$ cat config.mk
export PLATFORM = sky130hd
export DESIGN_NAME = mux_seq_ctrl_flat
export DESIGN_NICKNAME = d
export VERILOG_FILES = /design/src/rtl/mux_seq_ctrl_pkg.sv /design/src/rtl/mux_seq_ctrl_if.sv /design/src/rtl/mux_seq_ctrl_timer.sv /design/src/rtl/mux_seq_ctrl.sv /design/src/flat_wrapper.sv
export SDC_FILE = /design/constraint.sdc
export NUM_CORES = 1
export LEC_CHECK = 0
export CAP_MARGIN = 20
export CORE_AREA = 2 2 39 41
export CTS_CLUSTER_SIZE = 12
export DETAILED_ROUTE_END_ITERATION = 10
export DIE_AREA = 0 0 41 43
export DONT_BUFFER_PORTS = 1
export PLACE_DENSITY = 0.53
export SLEW_MARGIN = 10
export SYNTH_ARGS = -nofsm -noshare
export SYNTH_HDL_FRONTEND = slang
export SYNTH_SLANG_ARGS = --single-unit
$ cat constraint.sdc
create_clock -name clk -period 2.7 [get_ports clk]
set_input_delay 0.54 -clock clk [delete_from_list [all_inputs] [get_ports clk]]
set_output_delay 0.54 -clock clk [all_outputs]
set_load 0.03 [all_outputs]
$ cat src/rtl/mux_seq_ctrl_pkg.sv
// -----------------------------------------------------------------------------
// mux_seq_pkg
//
// Shared definitions for the 4:1 serialising-mux sequencer and anything that
// models the mux downstream of it.
//
//   state_t    : sequencer FSM states (IDLE, SHIFT)
//   SEL_FIRST  : select value for the first bit of a word
//   SEL_LAST   : select value for the fourth (final) bit of a word
//   SEL_W3..W0 : mux mapping, sel 00 picks w3 (MSB) ... sel 11 picks w0 (LSB)
//   mux_pick() : reference behaviour of the 4:1 mux using that mapping
// -----------------------------------------------------------------------------
package mux_seq_pkg;

    typedef enum logic {
        IDLE  = 1'b0,
        SHIFT = 1'b1
    } state_t;

    localparam logic [1:0] SEL_FIRST = 2'b00;
    localparam logic [1:0] SEL_LAST  = 2'b11;

    // Word is sent MSB-first, so the select counts up while the bit index
    // counts down.
    localparam logic [1:0] SEL_W3 = 2'b00;
    localparam logic [1:0] SEL_W2 = 2'b01;
    localparam logic [1:0] SEL_W1 = 2'b10;
    localparam logic [1:0] SEL_W0 = 2'b11;

    function automatic logic mux_pick(input logic [1:0] sel, input logic [3:0] w);
        logic y;
        case (sel)
            SEL_W3:  y = w[3];
            SEL_W2:  y = w[2];
            SEL_W1:  y = w[1];
            default: y = w[0];
        endcase
        return y;
    endfunction

endpackage

$ cat src/rtl/mux_seq_ctrl_if.sv
// -----------------------------------------------------------------------------
// mux_seq_ctrl_if
//
// Upstream word handshake into the sequencer.
//
//   in_valid : upstream word valid          (master -> slave)
//   in_data  : 4-bit word, bit 3 sent first (master -> slave)
//   in_ready : sequencer can take a word    (slave  -> master)
//
// Modports: master = word producer, slave = mux_seq_ctrl.
// -----------------------------------------------------------------------------
interface mux_seq_ctrl_if;

    logic       in_valid;
    logic [3:0] in_data;
    logic       in_ready;

    modport master (
        output in_valid,
        output in_data,
        input  in_ready
    );

    modport slave (
        input  in_valid,
        input  in_data,
        output in_ready
    );

endinterface

$ cat src/rtl/mux_seq_ctrl_timer.sv
// -----------------------------------------------------------------------------
// bit_timer
//
// Bit-period counter for the serialising sequencer. Counts 0..DIV-1 while
// 'run' is high and flags the final clock of each bit period with 'tick'.
// The counter wraps to 0 on its own at tick, so it always rests at 0 once
// the sequencer returns to IDLE.
//
// Parameters:
//   DIV : clocks per serial bit, 1..256
//   CW  : counter width, $clog2(DIV) with a floor of 1 (derived)
//
// Ports:
//   clk   in   clock, rising edge
//   rst_n in   asynchronous active-low reset
//   clear in   force the counter to 0 (new word loaded)
//   run   in   advance the counter
//   tick  out  counter is at DIV-1 (last clock of the bit period)
// -----------------------------------------------------------------------------
module bit_timer #(
    parameter  int DIV = 1,
    localparam int CW  = (DIV > 1) ? $clog2(DIV) : 1
) (
    input  logic clk,
    input  logic rst_n,
    input  logic clear,
    input  logic run,
    output logic tick
);

    logic [CW-1:0] cnt;

    // With DIV=1 this compares against 0, so cnt never leaves 0 and tick is
    // high on every running cycle.
    assign tick = (cnt == CW'(DIV - 1));

    always_ff @(posedge clk or negedge rst_n) begin
        if (!rst_n) begin
            cnt <= '0;
        end else if (clear || tick) begin
            cnt <= '0;
        end else if (run) begin
            cnt <= cnt + CW'(1);
        end
    end

endmodule

$ cat src/rtl/mux_seq_ctrl.sv
// -----------------------------------------------------------------------------
// mux_seq_ctrl
//
// Sequencer sitting directly upstream of a 4:1 serialising mux. Accepts 4-bit
// words over a valid/ready handshake, holds each word on the mux data inputs
// w0..w3 and steps the mux select so the mux output carries the word
// MSB-first, each bit lasting DIV clocks. Words stream back-to-back: the next
// word is accepted on the final clock of the current word's last bit.
//
// Optional feature (compile-time macro MUX_SEQ_PARITY_EN):
//   adds 'par' (even parity of the accepted word, registered at accept) and
//   'par_valid' (final strobe of the word). Undefined by default.
//
// Parameters:
//   DIV : clocks per serial bit, 1..256
//
// Ports:
//   clk        in   clock, rising edge
//   rst_n      in   asynchronous active-low reset
//   up         if   word handshake (in_valid, in_data, in_ready), slave side
//   w0..w3     out  registered copy of the accepted word, to mux data inputs
//   sel        out  registered mux select (00 -> w3 ... 11 -> w0)
//   bit_valid  out  a word is being serialised
//   bit_strobe out  final clock of each bit period (downstream sample point)
//   bit_last   out  fourth bit period of the word
//   par        out  [MUX_SEQ_PARITY_EN] parity of the word being sent
//   par_valid  out  [MUX_SEQ_PARITY_EN] bit_last & bit_strobe
// -----------------------------------------------------------------------------
module mux_seq_ctrl
    import mux_seq_pkg::*;
#(
    parameter int DIV = 1
) (
    input  logic           clk,
    input  logic           rst_n,
    mux_seq_ctrl_if.slave  up,
    output logic           w0,
    output logic           w1,
    output logic           w2,
    output logic           w3,
    output logic [1:0]     sel,
    output logic           bit_valid,
    output logic           bit_strobe,
    output logic           bit_last
`ifdef MUX_SEQ_PARITY_EN
    ,
    output logic           par,
    output logic           par_valid
`endif
);

    state_t state;
    logic   shifting;
    logic   tick;
    logic   accept;

    assign shifting = (state == SHIFT);

    // Ready is independent of in_valid: idle, or the very last clock of the
    // word so the next one loads with no bubble.
    assign up.in_ready = !shifting || ((sel == SEL_LAST) && tick);
    assign accept      = up.in_valid && up.in_ready;

    bit_timer #(
        .DIV (DIV)
    ) u_timer (
        .clk   (clk),
        .rst_n (rst_n),
        .clear (accept),
        .run   (shifting),
        .tick  (tick)
    );

    assign bit_valid  = shifting;
    assign bit_strobe = shifting && tick;
    assign bit_last   = shifting && (sel == SEL_LAST);

    always_ff @(posedge clk or negedge rst_n) begin
        if (!rst_n) begin
            state <= IDLE;
            sel   <= SEL_FIRST;
            w0    <= 1'b0;
            w1    <= 1'b0;
            w2    <= 1'b0;
            w3    <= 1'b0;
`ifdef MUX_SEQ_PARITY_EN
            par   <= 1'b0;
`endif
        end else if (accept) begin
            state <= SHIFT;
            sel   <= SEL_FIRST;
            w0    <= up.in_data[0];
            w1    <= up.in_data[1];
            w2    <= up.in_data[2];
            w3    <= up.in_data[3];
`ifdef MUX_SEQ_PARITY_EN
            par   <= ^up.in_data;
`endif
        end else if (shifting && tick) begin
            if (sel != SEL_LAST) begin
                sel <= sel + 2'd1;
            end else begin
                // Word finished with nothing queued: park, keep w0..w3.
                state <= IDLE;
                sel   <= SEL_FIRST;
            end
        end
    end

`ifdef MUX_SEQ_PARITY_EN
    assign par_valid = bit_last && bit_strobe;
`endif

endmodule

$ cat src/flat_wrapper.sv
// flat-port wrapper written by rule: the top's interface ports become plain ports
module mux_seq_ctrl_flat import mux_seq_pkg::*;
#(
    parameter int DIV = 1
)
  (clk, rst_n, w0, w1, w2, w3, sel, bit_valid, bit_strobe, bit_last, up_in_valid, up_in_data, up_in_ready);
  mux_seq_ctrl_if up_i ();
  input  logic clk;
  input  logic rst_n;
  output logic w0;
  output logic w1;
  output logic w2;
  output logic w3;
  output logic [1:0] sel;
  output logic bit_valid;
  output logic bit_strobe;
  output logic bit_last;
  input wire logic [$bits(up_i.in_valid)-1:0] up_in_valid;
  input wire logic [$bits(up_i.in_data)-1:0] up_in_data;
  output wire logic [$bits(up_i.in_ready)-1:0] up_in_ready;
  assign up_i.in_valid = up_in_valid;
  assign up_i.in_data = up_in_data;
  assign up_in_ready = up_i.in_ready;
  mux_seq_ctrl #(.DIV(DIV)) u_core (.clk(clk), .rst_n(rst_n), .up(up_i), .w0(w0), .w1(w1), .w2(w2), .w3(w3), .sel(sel), .bit_valid(bit_valid), .bit_strobe(bit_strobe), .bit_last(bit_last));
endmodule
After elaboration in Yosys (flattened, before gate mapping)
Cells that the tools add are included.
Widths: inputs -> output; s select.
{"block": "totals", "ff_bits": 8, "inputBits": 7}
{"block": "op_classes", "n_addsub": 2, "n_eq_ne": 3, "muxes": 8, "bitwise_logic": 1, "n_reduce_logical": 10}
{"operator": "$mux 2", "n": 3}
{"operator": "$mux 1", "n": 5}
{"operator": "$logic_and 1x1->1", "n": 4}
{"operator": "$ne 2x2->1 const B", "n": 2}
{"operator": "$reduce_bool 2->1", "n": 2}
{"operator": "$add 2x1->2 const B", "n": 1}
{"operator": "$eq 2x2->1 const B", "n": 1}
{"operator": "$logic_or 1x1->1", "n": 2}
{"operator": "$reduce_and 2->1", "n": 1}
{"operator": "$add 1x1->1 const B", "n": 1}
{"operator": "$logic_not 1->1", "n": 1}
{"operator": "$not 1->1", "n": 1}

Depth between registers and ports, before layout
{"block": "logic_depth", "word_depth": 6, "depth_mapped": 4, "ltp_nobuf": 4}

By module
A second synthesis with hierarchy kept.
{"block": "unflattened", "hier_cells": 30, "hier_area_um2": 406.6}
{"module": "mux_seq_ctrl", "n_inst": 1, "cells_each": 27, "area_per_inst_um2": 365.4}
{"module": "bit_timer", "n_inst": 1, "cells_each": 3, "area_per_inst_um2": 41.3}

Least setup slack after synthesis
OpenSTA, ideal clock, no wires.
{"block": "synth_timing", "path_type": "flip-flop to output port", "from": "register u_core.sel[0]", "to": "output bit_last", "t_arrival_ns": 1.135, "path_slack_ns": 1.025, "path_stages_with_launch": 3, "n_path_buf": 0, "cell_sequence": "dfrtp_1 ha_1 and2_1"}
{"block": "synth_via", "elab_chain_len": 2}
{"item": "start, declared", "line": "mux_seq_ctrl.sv:41", "rtl": "output logic [1:0] sel,"}
{"item": "start signal, assigned", "line": "mux_seq_ctrl.sv:101", "rtl": "sel <= sel + 2'd1;"}
{"item": "$eq 2x2->1", "line": "mux_seq_ctrl.sv:76", "rtl": "assign bit_last = shifting && (sel == SEL_LAST);"}
{"item": "$logic_and 1x1->1", "line": "mux_seq_ctrl.sv:76"}
{"item": "end, declared", "line": "flat_wrapper.sv:17", "rtl": "output logic bit_last;"}
No other way between the ends.

Worst setup path after layout
{"block": "layout_timing", "from": "register u_core.sel[1]", "to": "output up_in_ready"}
{"block": "layout_via", "elab_chain_len": 3}
{"item": "$eq 2x2->1", "line": "mux_seq_ctrl.sv:61", "rtl": "assign up.in_ready = !shifting || ((sel == SEL_LAST) && tick);"}
{"item": "$logic_and 1x1->1", "line": "mux_seq_ctrl.sv:61"}
{"item": "$logic_or 1x1->1", "line": "mux_seq_ctrl.sv:61"}
{"item": "end, declared", "line": "flat_wrapper.sv:20", "rtl": "output wire logic [$bits(up_i.in_ready)-1:0] up_in_ready;"}
No other way between the ends.

==> impl_metrics.tcl <==
set metrics [dict create \
    status "finished clean" \
    max_slew_violations 0 \
    floorplan.initialDensity 0.288 \
    gpl.final_weighted_congestion 0.598 \
    worst_path_dominant_cell_family "flip-flops" \
    cp_slowest_cell "sky130_fd_sc_hd__dfrtp_1" \
    drt_pre_antenna_iters 2 \
    number_of_vias_in_the_routed_layout 247 \
    synth_enable_flop_cells 0 \
    postSynthAreaPerCell_um2 12.9 \
    grt_remaining_overflow 0 \
    power_density_nw_per_um2 1510 \
    fp-row-count 14 \
    chipWidth_um 41 \
    clock_transition_at_the_register_clock_pins_on_the_worst_setup_and_hold_paths_after_cts_ns 0.06 \
    cap_violations 0 \
    worstSetupEndpointType "primary output" \
    synth.area.top_cells "sky130_fd_sc_hd__dfrtp_1 (50%), sky130_fd_sc_hd__mux2_2 (11%), sky130_fd_sc_hd__and2b_2 (4.4%), sky130_fd_sc_hd__a21oi_4 (4.1%), sky130_fd_sc_hd__clkbuf_8 (3.4%)" \
    die_height_um 43 \
    synthCells 31 \
    utilization 0.316 \
    post_synth_cell_types 17 \
    crit_path_max_incr_delay_ns 0.57 \
    ys.flop_type "sky130_fd_sc_hd__dfrtp_1" \
    yosysSeqAreaShare 0.502 \
    cts_resized 0 \
    first_global_vias 264 \
    cts_setup_buffers 0 \
    worst-setup-path-type "flip-flop to primary output" \
    initialDrtViolationCount 5 \
    insertion_delay_ns 0.25 \
    tritoncts "built" \
    via_per_inst 4.94 \
    routed-wl-met3_um 79 \
    wirelength_met1_um 273 \
    synth_warnings 0 \
    finalSetupViolCount 0 \
    grt_setup_unrepaired "false" \
    final-seq-area_um2 200 \
    ctsHtreeMaxLevel 1 \
    met2RoutedLength_um 357 \
    mappedNetlistArea_um2 399 \
    multi_input_area_um2 181 \
    finalWorstPathRequiredPeriod_ns 2.03 \
    routed.top_layer "met3" \
    initial_antenna_violation_count 0 \
    drive_gt1_frac 0.353 \
    insertedDiodeCount 0 \
    worst_relative_slew_slack 0.596 \
    netlist.top_cell.by_area "sky130_fd_sc_hd__dfrtp_1" \
    critPathMaxFanout 4 \
    dp_hpwl_um 539 \
    synthDominantCellAreaShare 0.502 \
    grt_use_total 0.102 \
    path_buf_inv 0 \
    holdWs_ns 0.354 \
    start_kind "flip-flop" \
    cts_inserted_buffers 3 \
    grt_start_max_net_pins 12 \
    final.setup_skew_ns 0.00615 \
    detail_route.drc_violations 0 \
    wirelength_um 710 \
    yosys_register_bits 8 \
    cp_data_required_time_ns 2.16 \
    worstPathCellList "ha_1 -> nand2b_4 -> nand2_1" \
    final.period_utilization 0.752 \
    worst_slew_pin_slew_ns 0.607 \
    flow.area_growth_from_synthesis_pct 9.72 \
    vdd.ir_drop.worst_mv 0.673 \
    numPortBuffers 0 \
    cp_data_arrival_time_ns 1.49 \
    ys_async_sr_fraction 1.00 \
    clk_path_buf_depth 2 \
    detail_route.wl_per_cell_um 14.2 \
    worst_hold_path_type "primary input to flip-flop" \
    setup-tns-final_ns 0 \
    clock-sinks 8 \
    nFillCells 147 \
    achievable-frequency_mhz 493 \
    core_area_um2 1380 \
    report.final.hold_viol_count 0 \
    design.portCount 17 \
    drtAntennaViolNets 0 \
    p_leak_nw 0.184 \
    fp.dieArea_um2 1760 \
    postSynthNetCount 39 \
    ctsRootBufferMaster "sky130_fd_sc_hd__clkbuf_4" \
    wire_length_of_the_first_global_routing_pass_mm 1.14 \
    finalNetCount 44 \
]
-- state kept, by name (all words and copies together), names as in the netlist --
name,flops
u_core.bit_valid,1
u_core.sel,2
u_core.u_timer.cnt,1
u_core.w0,1
u_core.w1,1
u_core.w2,1
u_core.w3,1
-- cells in the final DEF, fill, tap and decap left out --
cell type,count
sky130_fd_sc_hd__a21oi_1,1
sky130_fd_sc_hd__a21oi_4,1
sky130_fd_sc_hd__a31oi_1,2
sky130_fd_sc_hd__and2_1,1
sky130_fd_sc_hd__and2b_2,2
sky130_fd_sc_hd__and4bb_2,1
sky130_fd_sc_hd__clkbuf_4,3
sky130_fd_sc_hd__dfrtp_1,8
sky130_fd_sc_hd__dlygate4sd3_1,1
sky130_fd_sc_hd__ha_1,1
sky130_fd_sc_hd__inv_1,1
sky130_fd_sc_hd__mux2_2,4
sky130_fd_sc_hd__mux2i_1,1
sky130_fd_sc_hd__nand2_1,3
sky130_fd_sc_hd__nand2b_4,1
sky130_fd_sc_hd__nor3b_1,1
sky130_fd_sc_hd__o21ai_0,1
sky130_fd_sc_hd__or3_1,1
-- power by group --
| part | leakage, nW | internal (mW) | switching [mW] |
|---|---|---|---|
| sequential | 0.0945 | 0.171 | 0.163 |
| clock | 0.0138 | 0.0507 | 0.0383 |
| combinational | 0.0758 | 0.113 | 0.123 |
| total | 0.184 | 0.335 | 0.325 |
-- synth_stat cells, types with 2 or more instances --
cell type and n:
sky130_fd_sc_hd__a31oi_1 2, sky130_fd_sc_hd__and2b_2 2, sky130_fd_sc_hd__dfrtp_1 8, sky130_fd_sc_hd__mux2_2 4, sky130_fd_sc_hd__nand2_1 3
-- per-layer routing --
| metal | up-vias | GRT usage |
|---|---|---|
| met5 | - | 0 |
| met4 | 0 | 0.0600 |
| met3 | 0 | 0.0524 |
| met2 | 14 | 0.147 |
| met1 | 117 | 0.116 |
| li1 | 116 | - |
-- repair_timing --
| action | CTS | global route |
|---|---|---|
| hold endpoints to repair | 8 | 0 |
| setup endpoints to repair | 0 | 0 |
| hold buffers | 1 | 0 |
-- kinds of logic after synthesis --
kind of cell | share of synthesized area
adders and majority gates | 0.0313
DFF | 0.502
and+or+nand+nor | 0.188
AOI/OAI and AO/OA | 0.0972
muxes | 0.138
buffers and inverters | 0.0439
-- worst paths after layout --
path | startpoint | end | slack [ns] | depth (start not counted)
worst max-delay path | u_core.sel[1] | up_in_ready | 0.67 | 3
worst min register to register | u_core.u_timer.cnt | u_core.u_timer.cnt | 0.65 | 1
min in group asynchronous | rst_n | u_core.w0 | 0.63 | 1
worst max register to register | u_core.sel[1] | u_core.w3 | 1.04 | 4
max in group asynchronous | rst_n | u_core.sel[0] | 1.80 | 1
worst min-delay path | up_in_valid | u_core.u_timer.cnt | 0.35 | 1
-- metrics by stage --
stage                     setup WS (ns)  power [mW]  cells  area [um2]
after floorplan                    1.03       0.547     31         399
after global placement            0.975       0.563     46         405
after detailed placement          0.925       0.572     46         405
after CTS                         0.648       0.671     50         438
after global routing              0.602       0.702     50         438
final                             0.670       0.660     50         438
-- cell type report --
cell class | count | area share
flip-flops and latches | 8 | 0.457
multi-input cells | 21 | 0.414
clock buffers | 3 | 0.0514
inverters | 1 | 0.00857
well taps | 16 | 0.0457
repair buffers | 1 | 0.0229
-- worst reg2reg max path: stages (launching register included) --
cell,delay [ns]
sky130_fd_sc_hd__dfrtp_1,0.57
sky130_fd_sc_hd__ha_1,0.33
sky130_fd_sc_hd__nand2b_4,0.09
sky130_fd_sc_hd__a21oi_4,0.20
sky130_fd_sc_hd__mux2_2,0.35
Note: power is estimated with default switching activity, not from simulation.
